$ cat src/rtl/wallace_pkg.sv
// rtl/wallace_pkg.sv - shared types and sizes for the sequential nibble multiplier
package wallace_pkg;

    localparam int NIB_W      = 4;
    localparam int OP_W       = 8;
    localparam int PROD_W     = 16;
    localparam int NUM_PASSES = 4;

    typedef enum logic [1:0] {
        IDLE = 2'd0,
        MUL  = 2'd1,
        DONE = 2'd2
    } state_t;

endpackage

$ cat src/rtl/wallace_seq_mult8_if.sv
// rtl/wallace_seq_mult8_if.sv - operand/product handshake bundle for wallace_seq_mult8
interface wallace_seq_mult8_if;
    import wallace_pkg::*;

    logic              in_valid;
    logic              in_ready;
    logic [OP_W-1:0]   a;
    logic [OP_W-1:0]   b;
    logic              out_valid;
    logic              out_ready;
    logic [PROD_W-1:0] product;
    logic              busy;
    logic              pp_ovf;

    modport master (
        output in_valid, a, b, out_ready,
        input  in_ready, out_valid, product, busy, pp_ovf
    );

    modport slave (
        input  in_valid, a, b, out_ready,
        output in_ready, out_valid, product, busy, pp_ovf
    );
endinterface

$ cat src/rtl/bit_4_carry_lookahead.sv
// rtl/bit_4_carry_lookahead.sv - 4-bit carry-lookahead adder slice
module bit_4_carry_lookahead (
    input  logic [3:0] a,
    input  logic [3:0] b,
    input  logic       cin,
    output logic [3:0] sum,
    output logic       cout
);
    logic [3:0] g;
    logic [3:0] p;
    logic [3:0] c;

    assign g = a & b;
    assign p = a ^ b;

    assign c[0] = cin;
    assign c[1] = g[0] | (p[0] & cin);
    assign c[2] = g[1] | (p[1] & g[0]) | (p[1] & p[0] & cin);
    assign c[3] = g[2] | (p[2] & g[1]) | (p[2] & p[1] & g[0]) | (p[2] & p[1] & p[0] & cin);
    assign cout = g[3] | (p[3] & g[2]) | (p[3] & p[2] & g[1]) | (p[3] & p[2] & p[1] & g[0])
                | (p[3] & p[2] & p[1] & p[0] & cin);

    assign sum = p ^ c;
endmodule

$ cat src/rtl/wallace_pass_sel.sv
// rtl/wallace_pass_sel.sv - nibble and shift selection for each partial-product pass
module wallace_pass_sel
    import wallace_pkg::*;
(
    input  logic [1:0]       cnt,
    input  logic [OP_W-1:0]  a_q,
    input  logic [OP_W-1:0]  b_q,
    output logic [NIB_W-1:0] a_nib,
    output logic [NIB_W-1:0] b_nib,
    output logic [3:0]       shift
);
    assign a_nib = cnt[0] ? a_q[7:4] : a_q[3:0];
    assign b_nib = cnt[1] ? b_q[7:4] : b_q[3:0];

    // 4 * (cnt[0] + cnt[1]): the two-bit sum lands directly in shift[3:2]
    assign shift = {cnt[0] & cnt[1], cnt[0] ^ cnt[1], 2'b00};
endmodule

$ cat src/rtl/wallace_tree.sv
// rtl/wallace_tree.sv - 4x4 unsigned Wallace multiplier with CLA final adder
module wallace_tree (
    input  logic [3:0] a,
    input  logic [3:0] b,
    output logic [7:0] product,
    output logic       c_8
);
    logic [7:0] r0, r1, r2, r3;
    logic [7:0] s1, c1, s2, c2;
    logic       c_4;

    assign r0 = {4'b0, a & {4{b[0]}}};
    assign r1 = {3'b0, a & {4{b[1]}}, 1'b0};
    assign r2 = {2'b0, a & {4{b[2]}}, 2'b0};
    assign r3 = {1'b0, a & {4{b[3]}}, 3'b0};

    // Two carry-save layers leave a sum/carry pair that a single ripple of CLAs resolves
    assign s1 = r0 ^ r1 ^ r2;
    assign c1 = ((r0 & r1) | (r0 & r2) | (r1 & r2)) << 1;
    assign s2 = s1 ^ c1 ^ r3;
    assign c2 = ((s1 & c1) | (s1 & r3) | (c1 & r3)) << 1;

    bit_4_carry_lookahead u_cla_lo (
        .a    (s2[3:0]),
        .b    (c2[3:0]),
        .cin  (1'b0),
        .sum  (product[3:0]),
        .cout (c_4)
    );

    bit_4_carry_lookahead u_cla_hi (
        .a    (s2[7:4]),
        .b    (c2[7:4]),
        .cin  (c_4),
        .sum  (product[7:4]),
        .cout (c_8)
    );
endmodule

$ cat src/rtl/wallace_seq_mult8.sv
// rtl/wallace_seq_mult8.sv - 8x8 multiplier running four nibble passes through one 4x4 tree
module wallace_seq_mult8
    import wallace_pkg::*;
#(
    parameter bit HOLD_RESULT = 1'b1
) (
    input  logic                 clk,
    input  logic                 rst,
    wallace_seq_mult8_if.slave   bus
);
    state_t            state, state_nxt;
    logic [1:0]        cnt, cnt_nxt;
    logic [OP_W-1:0]   a_q, a_nxt;
    logic [OP_W-1:0]   b_q, b_nxt;
    logic [PROD_W-1:0] acc, acc_nxt;
    logic              ovf_q, ovf_nxt;

    logic [NIB_W-1:0]  a_nib, b_nib;
    logic [3:0]        shift;
    logic [7:0]        pp;
    logic              c_8;

    wallace_pass_sel u_pass_sel (
        .cnt   (cnt),
        .a_q   (a_q),
        .b_q   (b_q),
        .a_nib (a_nib),
        .b_nib (b_nib),
        .shift (shift)
    );

    wallace_tree u_tree (
        .a       (a_nib),
        .b       (b_nib),
        .product (pp),
        .c_8     (c_8)
    );

    always_ff @(posedge clk) begin
        if (rst) begin
            state <= IDLE;
            cnt   <= 2'd0;
            a_q   <= '0;
            b_q   <= '0;
            acc   <= '0;
            ovf_q <= 1'b0;
        end else begin
            state <= state_nxt;
            cnt   <= cnt_nxt;
            a_q   <= a_nxt;
            b_q   <= b_nxt;
            acc   <= acc_nxt;
            ovf_q <= ovf_nxt;
        end
    end

    always_comb begin
        state_nxt = state;
        cnt_nxt   = cnt;
        a_nxt     = a_q;
        b_nxt     = b_q;
        acc_nxt   = acc;
        ovf_nxt   = ovf_q;
        unique case (state)
            IDLE: begin
                if (bus.in_valid) begin
                    a_nxt     = bus.a;
                    b_nxt     = bus.b;
                    acc_nxt   = '0;
                    cnt_nxt   = 2'd0;
                    state_nxt = MUL;
                end
            end
            MUL: begin
                acc_nxt = acc + ({8'b0, pp} << shift);
                cnt_nxt = cnt + 2'd1;
                if (c_8) ovf_nxt = 1'b1;
                if (cnt == 2'(NUM_PASSES - 1)) state_nxt = DONE;
            end
            DONE: begin
                if (bus.out_ready) begin
                    state_nxt = IDLE;
                    if (!HOLD_RESULT) acc_nxt = '0;
                end
            end
            default: state_nxt = IDLE;
        endcase
    end

    assign bus.in_ready  = (state == IDLE);
    assign bus.out_valid = (state == DONE);
    assign bus.busy      = (state == MUL) || (state == DONE);
    assign bus.product   = acc;
    assign bus.pp_ovf    = ovf_q;
endmodule

$ cat src/flat_wrapper.sv
// flat-port wrapper written by rule: the top's interface ports become plain ports
module wallace_seq_mult8_flat import wallace_pkg::*;
#(
    parameter bit HOLD_RESULT = 1'b1
)
  (clk, rst, bus_in_valid, bus_a, bus_b, bus_out_ready, bus_in_ready, bus_out_valid, bus_product, bus_busy, bus_pp_ovf);
  wallace_seq_mult8_if bus_i ();
  input  logic clk;
  input  logic rst;
  input wire logic [$bits(bus_i.in_valid)-1:0] bus_in_valid;
  input wire logic [$bits(bus_i.a)-1:0] bus_a;
  input wire logic [$bits(bus_i.b)-1:0] bus_b;
  input wire logic [$bits(bus_i.out_ready)-1:0] bus_out_ready;
  output wire logic [$bits(bus_i.in_ready)-1:0] bus_in_ready;
  output wire logic [$bits(bus_i.out_valid)-1:0] bus_out_valid;
  output wire logic [$bits(bus_i.product)-1:0] bus_product;
  output wire logic [$bits(bus_i.busy)-1:0] bus_busy;
  output wire logic [$bits(bus_i.pp_ovf)-1:0] bus_pp_ovf;
  assign bus_i.in_valid = bus_in_valid;
  assign bus_i.a = bus_a;
  assign bus_i.b = bus_b;
  assign bus_i.out_ready = bus_out_ready;
  assign bus_in_ready = bus_i.in_ready;
  assign bus_out_valid = bus_i.out_valid;
  assign bus_product = bus_i.product;
  assign bus_busy = bus_i.busy;
  assign bus_pp_ovf = bus_i.pp_ovf;
  wallace_seq_mult8 #(.HOLD_RESULT(HOLD_RESULT)) u_core (.clk(clk), .rst(rst), .bus(bus_i));
endmodule
$ cat config.mk
export PLATFORM = sky130hd
export DESIGN_NAME = wallace_seq_mult8_flat
export DESIGN_NICKNAME = d
export VERILOG_FILES = /design/src/rtl/wallace_pkg.sv /design/src/rtl/wallace_seq_mult8_if.sv /design/src/rtl/bit_4_carry_lookahead.sv /design/src/rtl/wallace_pass_sel.sv /design/src/rtl/wallace_tree.sv /design/src/rtl/wallace_seq_mult8.sv /design/src/flat_wrapper.sv
export SDC_FILE = /design/constraint.sdc
export NUM_CORES = 1
export LEC_CHECK = 0
export CAP_MARGIN = 20
export CORE_ASPECT_RATIO = 0.7
export CORE_MARGIN = 1
export CORE_UTILIZATION = 49
export CTS_CLUSTER_SIZE = 8
export DETAILED_ROUTE_END_ITERATION = 8
export GPL_TIMING_DRIVEN = 0
export PLACE_DENSITY = 0.79
export REMOVE_ABC_BUFFERS = 1
export SETUP_SLACK_MARGIN = 0.02
export SLEW_MARGIN = 20
export SYNTH_ARGS = -nofsm -noshare
export SYNTH_HDL_FRONTEND = slang
export SYNTH_SLANG_ARGS = --single-unit
export TNS_END_PERCENT = 5
$ cat constraint.sdc
create_clock -name clk -period 4.9 [get_ports clk]
set_input_delay 0.735 -clock clk [delete_from_list [all_inputs] [get_ports clk]]
set_output_delay 0.735 -clock clk [all_outputs]
set_load 0.01 [all_outputs]
==> results of run 1 <==
metrics by stage:
stage	TNS, ps	std cells
2_1_floorplan	0	305
3_3_place_gp	-129	412
3_5_place_dp	-399	412
4_1_cts	0	420
5_1_grt	-46.3	425
6_report	0	425
synth_stat cells, types with 6 or more instances:
cell       n  share of area
nor2b_1    6          0.014
a21oi_1   28          0.053
nand2_1   44          0.063
dfxtp_1   36           0.27
clkbuf_1  14          0.020
mux2i_1   11          0.042
inv_1     13          0.019
a21o_1     6          0.017
ha_1      26           0.12
nor2_1    33          0.047
and2_1     9          0.021
o21ai_1   11          0.021
a22oi_1    8          0.023
fa_1       7          0.053
nand2b_1   8          0.019
xnor2_1   11          0.037
a22o_1    10          0.033
repair_timing:
item                       CTS  global route
setup endpoints to repair    4             8
setup buffers                0             5
resized for setup            7            32
pin swaps                    0            16
cloned                       0             0
final timing paths:
kind	end	slack, ps	depth (start not counted)
max	u_core.bus.product[15]$_SDFFE_PP0P_	100	18
min	u_core.b_q[7]$_SDFFE_PP0P_	460	2
max reg2reg	u_core.bus.product[15]$_SDFFE_PP0P_	100	18
min reg2reg	u_core.b_q[7]$_SDFFE_PP0P_	460	2
metal layers:
layer	track usage	up-vias	wire length, um
li1	-	1177	-
met2	0.320	82	2770
met4	0.0575	0	46
met5	0	-	0
met1	0.344	1122	3060
met3	0.0393	5	402
power by group through the flow:
stage	sequential (mW)	clock (mW)	combinational, mW
2_1_floorplan	0.353	0	0.247
3_3_place_gp	0.358	0	0.349
3_5_place_dp	0.359	0	0.358
4_1_cts	0.356	0.268	0.365
5_1_grt	0.373	0.281	0.440
6_report	0.368	0.264	0.398
logic make-up (layout without fill, tap and decap cells):
kind of cell / after synthesis / count (layout)
compound gates: 79 / 79
mux: 13 / 13
buf+inv: 30 / 65
simple gates: 115 / 115
other cells: 1 / 1
xor+xnor: 14 / 14
fa+ha+maj: 33 / 33
flops: 36 / 36
state kept, by name, summed over array words and instances (netlist names):
signal              count
u_core.bus.product     16
u_core.b_q              8
u_core.cnt              2
u_core.a_q              8
u_core.state            2
area by class of cell:
| class | count | area share |
|---|---|---|
| timing repair buffer | 43 | 0.123 |
| tap | 69 | 0.0255 |
| clock buffer | 5 | 0.0203 |
| inverter | 14 | 0.0155 |
| sequential | 36 | 0.215 |
| multi-input combinational | 255 | 0.588 |
| clock inverter | 3 | 0.0125 |
worst max-delay path: stages (launching register included):
cell and delay, ps:
dfxtp_4 450, mux2i_4 320, nor2_2 70, fa_1 530
inv_1 50, fa_1 440, inv_2 80, ha_4 130
inv_2 40, fa_1 520, mux2_4 320, nor2_4 130
ha_4 170, o211ai_1 120, o211ai_1 470, nand4_1 250
a21oi_2 280, nor4bb_4 70, a221o_1 250
==> impl_metrics.env, run 1 <==
export IMPL_cp_end_kind="register"
export IMPL_cts_tree="built"
export IMPL_numPortBuffers=38
export IMPL_startpoint_type="register"
export IMPL_hp_class="reg2reg"
export IMPL_root_buffer="clkbuf_8"
export IMPL_startpoint="u_core.cnt[0]$_SDFFE_PP0P_"
export IMPL_layout_common_cells="nand2_1, clkdlybuf4s50_1, dfxtp_1"
export IMPL_fp_dieH_um=63.4
export IMPL_finalInstanceArea_sq_um=3390
export IMPL_grt_overflow_total=0
export IMPL_yosysSeqAreaShare=0.273
export IMPL_arrival_ps=4980
export IMPL_insertion_delay_ps=290
export IMPL_min_from="u_core.b_q[7]$_SDFFE_PP0P_"
export IMPL_pwr_share_comb=0.387
export IMPL_gp_congestion=0.886
export IMPL_yosys_register_bits=36
export IMPL_vias=2386
export IMPL_layout_setup_ws_ps=99.8
export IMPL_grt_total_usage=0.224
export IMPL_post_route_min_period_ps=4800
export IMPL_syn_inst=321
export IMPL_p_sw_mw=0.378
export IMPL_vdd_drop_max_v=0.000308
export IMPL_placed_area_sq_um=3040
export IMPL_synth_top_family_by_area="compound AO/OA/AOI/OAI gates"
export IMPL_drt_initial_drc_count=130
export IMPL_synth_edf_count=0
export IMPL_wirelength_um=6280
export IMPL_synth_xor_area_share=0.0465
export IMPL_numCtsBuffers=5
export IMPL_yosysUniqueCellTypes=46
export IMPL_vias_per_cell=5.61
export IMPL_synth_area_per_cell_sq_um=8.22
export IMPL_synth_area_sq_um=2640
export IMPL_cts_hold_buf=0
export IMPL_hold_slack_ps=464
export IMPL_required_ps=5080
export IMPL_worstMarginPinSlew_ps=1040
export IMPL_nNetsFinal=408
export IMPL_ys_flop_type="dfxtp_1"
export IMPL_die_area_sq_um=5690
export IMPL_finalCoreUtilization=0.683
export IMPL_outcome="completed"
export IMPL_synthMuxAreaShare=0.0503
export IMPL_worstSetupPathType="reg2reg"
export IMPL_clk_pin_slew_ps=80
export IMPL_fillers=382
export IMPL_crit_path_max_fanout=6
export IMPL_p_clk_frac=0.256
export IMPL_synthArstFlopShare=0
export IMPL_row_count=21
export IMPL_post_route_period_util=0.980
export IMPL_maxSlewHeadroom=0.303
export IMPL_first_global_vias=2174
export IMPL_finalHoldViolCount=0
export IMPL_synth_warnings=0
export IMPL_layout_commonest_cell="nand2_1"
export IMPL_finClkSkew_ps=4.14
export IMPL_hpwl_um=4550
export IMPL_power_density_nw_per_um2=303
export IMPL_ios=40
export IMPL_grt_pass1_wl_um=9880
export IMPL_setup_viol=0
export IMPL_core_sq_um=4970
export IMPL_total_power_mw=1.03
export IMPL_p_leak_nw=1.36
export IMPL_ctsLongestPathBuffers=2
export IMPL_slew_violations=0
export IMPL_syn_to_final_growth_pct=28.6
export IMPL_pre_cts_ws_ps=-153
export IMPL_drt_pass1_iter_count=5
export IMPL_seq_area_sq_um=728
export IMPL_synth_fa_ha_area_frac=0.176
export IMPL_synth_simple_area_share=0.203
export IMPL_start_util=0.531
export IMPL_p_sw_frac=0.367
export IMPL_drc=0
export IMPL_drive_above_1_share=0.129
export IMPL_max_cap_violations=0
export IMPL_grt_setup_unrepaired="yes"
export IMPL_p_seq_frac=0.357
export IMPL_cts_sinks=36
export IMPL_wire_per_inst_um=14.8
export IMPL_multi_input_area_sq_um=2000
export IMPL_synth_compound_area_share=0.204
export IMPL_max_freq_mhz=208
export IMPL_ant_nets=0
export IMPL_grt_max_degree=30
export IMPL_p_int_mw=0.651
export IMPL_timing_rr_start="u_core.cnt[0]$_SDFFE_PP0P_"
export IMPL_antenna_found_initial=0
export IMPL_htreeDepth=2
export IMPL_diodes=0
export IMPL_die_w_um=89.7
(Power assumes the default switching activity.)
==> run 2, diff against run 1 <==
Settings changed: RECOVER_POWER set to 50.
==> impl_metrics.env, run 2 (synthesis gave the netlist of run 1 again) <==
export IMPL_layout_common_cells="nand2_1, dfxtp_1, clkdlybuf4s50_1"
export IMPL_fin_cells=425
export IMPL_grt_setup_unrepaired="yes"
export IMPL_met1_length_um=3140
export IMPL_grt_pass1_wl_um=9880
export IMPL_top_layer="met4"
export IMPL_insertion_delay_ps=290
export IMPL_worstSetupPathType="reg2reg"
export IMPL_crit_path_max_fanout=6
export IMPL_outcome="completed"
export IMPL_nNetsFinal=408
export IMPL_cts_sinks=36
export IMPL_wl_met3_um=366
export IMPL_drive_above_1_share=0.129
export IMPL_grt_total_usage=0.224
export IMPL_syn_to_final_growth_pct=28.6
export IMPL_routed_wl_met2_um=2720
export IMPL_cp_end_kind="register"
export IMPL_drc=0
export IMPL_finalHoldViolCount=0
export IMPL_finClkSkew_ps=4.19
export IMPL_cts_hold_buf=0
export IMPL_vias=2382
export IMPL_grt_overflow_total=0
export IMPL_post_route_period_util=0.977
export IMPL_gp_congestion=0.886
export IMPL_arrival_ps=4970
export IMPL_vdd_drop_max_v=0.000307
export IMPL_layout_commonest_cell="nand2_1"
export IMPL_slew_violations=0
export IMPL_die_w_um=89.7
export IMPL_clk_pin_slew_ps=80
export IMPL_hp_class="reg2reg"
export IMPL_setup_viol=0
export IMPL_first_global_vias=2174
export IMPL_largest_reg_flops=16
export IMPL_post_route_min_period_ps=4790
export IMPL_cts_tree="built"
export IMPL_antenna_found_initial=0
export IMPL_fp_dieH_um=63.4
export IMPL_drt_pass1_iter_count=5
export IMPL_wire_per_inst_um=14.8
export IMPL_maxSlewHeadroom=0.297
export IMPL_ios=40
export IMPL_setup_tns_ps=0
export IMPL_max_freq_mhz=209
export IMPL_grt_max_degree=30
export IMPL_wirelength_um=6280
export IMPL_place_inst=412
export IMPL_finalInstanceArea_sq_um=3390
export IMPL_vias_per_cell=5.60
export IMPL_row_count=21
export IMPL_numPortBuffers=38
export IMPL_htreeDepth=2
export IMPL_start_util=0.531
export IMPL_root_buffer="clkbuf_8"
export IMPL_drt_initial_drc_count=130
export IMPL_ctsLongestPathBuffers=2
export IMPL_finalCoreUtilization=0.683
export IMPL_die_area_sq_um=5690
export IMPL_hpwl_um=4550
export IMPL_numCtsBuffers=5
export IMPL_max_cap_violations=0
export IMPL_p_leak_nw=1.39
export IMPL_diodes=0
export IMPL_ant_nets=0
export IMPL_total_power_mw=1.03
export IMPL_required_ps=5080
export IMPL_placed_area_sq_um=3040
export IMPL_startpoint_type="register"
export IMPL_power_density_nw_per_um2=303
export IMPL_worstMarginPinSlew_ps=1050
export IMPL_core_sq_um=4970
-- run 2: final timing paths --
check        slack [ps]                                  end                  startpoint  cells past startpoint
min                 460           u_core.b_q[7]$_SDFFE_PP0P_  u_core.b_q[7]$_SDFFE_PP0P_                      2
max                 110  u_core.bus.product[15]$_SDFFE_PP0P_  u_core.cnt[0]$_SDFFE_PP0P_                     18
max reg2reg         110  u_core.bus.product[15]$_SDFFE_PP0P_  u_core.cnt[0]$_SDFFE_PP0P_                     18
min reg2reg         460           u_core.b_q[7]$_SDFFE_PP0P_  u_core.b_q[7]$_SDFFE_PP0P_                      2
-- run 2: routing by layer --
| layer | vias up | global-route usage |
|---|---|---|
| li1 | 1177 | - |
| met1 | 1116 | 0.344 |
| met2 | 84 | 0.320 |
| met3 | 5 | 0.0393 |
| met4 | 0 | 0.0575 |
| met5 | - | 0 |
-- run 2: per-stage QoR --
stage,setup slack (ps),hold slack [ps]
3_5_place_dp,-153,447
5_1_grt,-46.3,477
2_1_floorplan,365,427
3_3_place_gp,-62.7,442
6_report,112,465
4_1_cts,4.88,459
-- run 2: power by group --
group	internal [mW]	switching, mW	leakage, nW
Combinational	0.172	0.225	1.04
Sequential	0.328	0.0396	0.294
Clock	0.151	0.113	0.0541
-- run 2: worst max-delay path: stages (launching register included) --
cell and delay [ps]:
dfxtp_4 450, mux2i_4 320, nor2_2 70, fa_1 530, inv_1 50, fa_1 440
inv_2 80, ha_4 130, inv_2 40, fa_1 520, mux2_4 320, nor2_4 130
ha_4 170, o211ai_1 110, o211ai_1 450, nand4_1 250, a21oi_2 280, nor4bb_4 70
a221o_1 250
-- run 2: area by class of cell --
class                           count  area (sq um)
Multi-Input combinational cell    255          2000
Fill cell                         382          1570
Sequential cell                    36           728
Timing Repair Buffer               43           418
Tap cell                           69          86.3
Clock buffer                        5          68.8
Inverter                           14          52.6
Clock inverter                      3          42.5
-- run 2: timing repair --
item	in CTS	in global routing
buffers inserted	0	5
gates resized for setup	7	32
pin swaps	0	16
setup endpoints to repair	4	8
==> run 3, diff against run 2 <==
Settings changed: CTS_BUF_LIST set to sky130_fd_sc_hd__clkbuf_4 sky130_fd_sc_hd__clkbuf_8 sky130_fd_sc_hd__clkbuf_16, SETUP_SLACK_MARGIN 0.02 to 0.05.
==> results of run 3 <==
Final layout, timing and power as in run 2 (identical DEF).
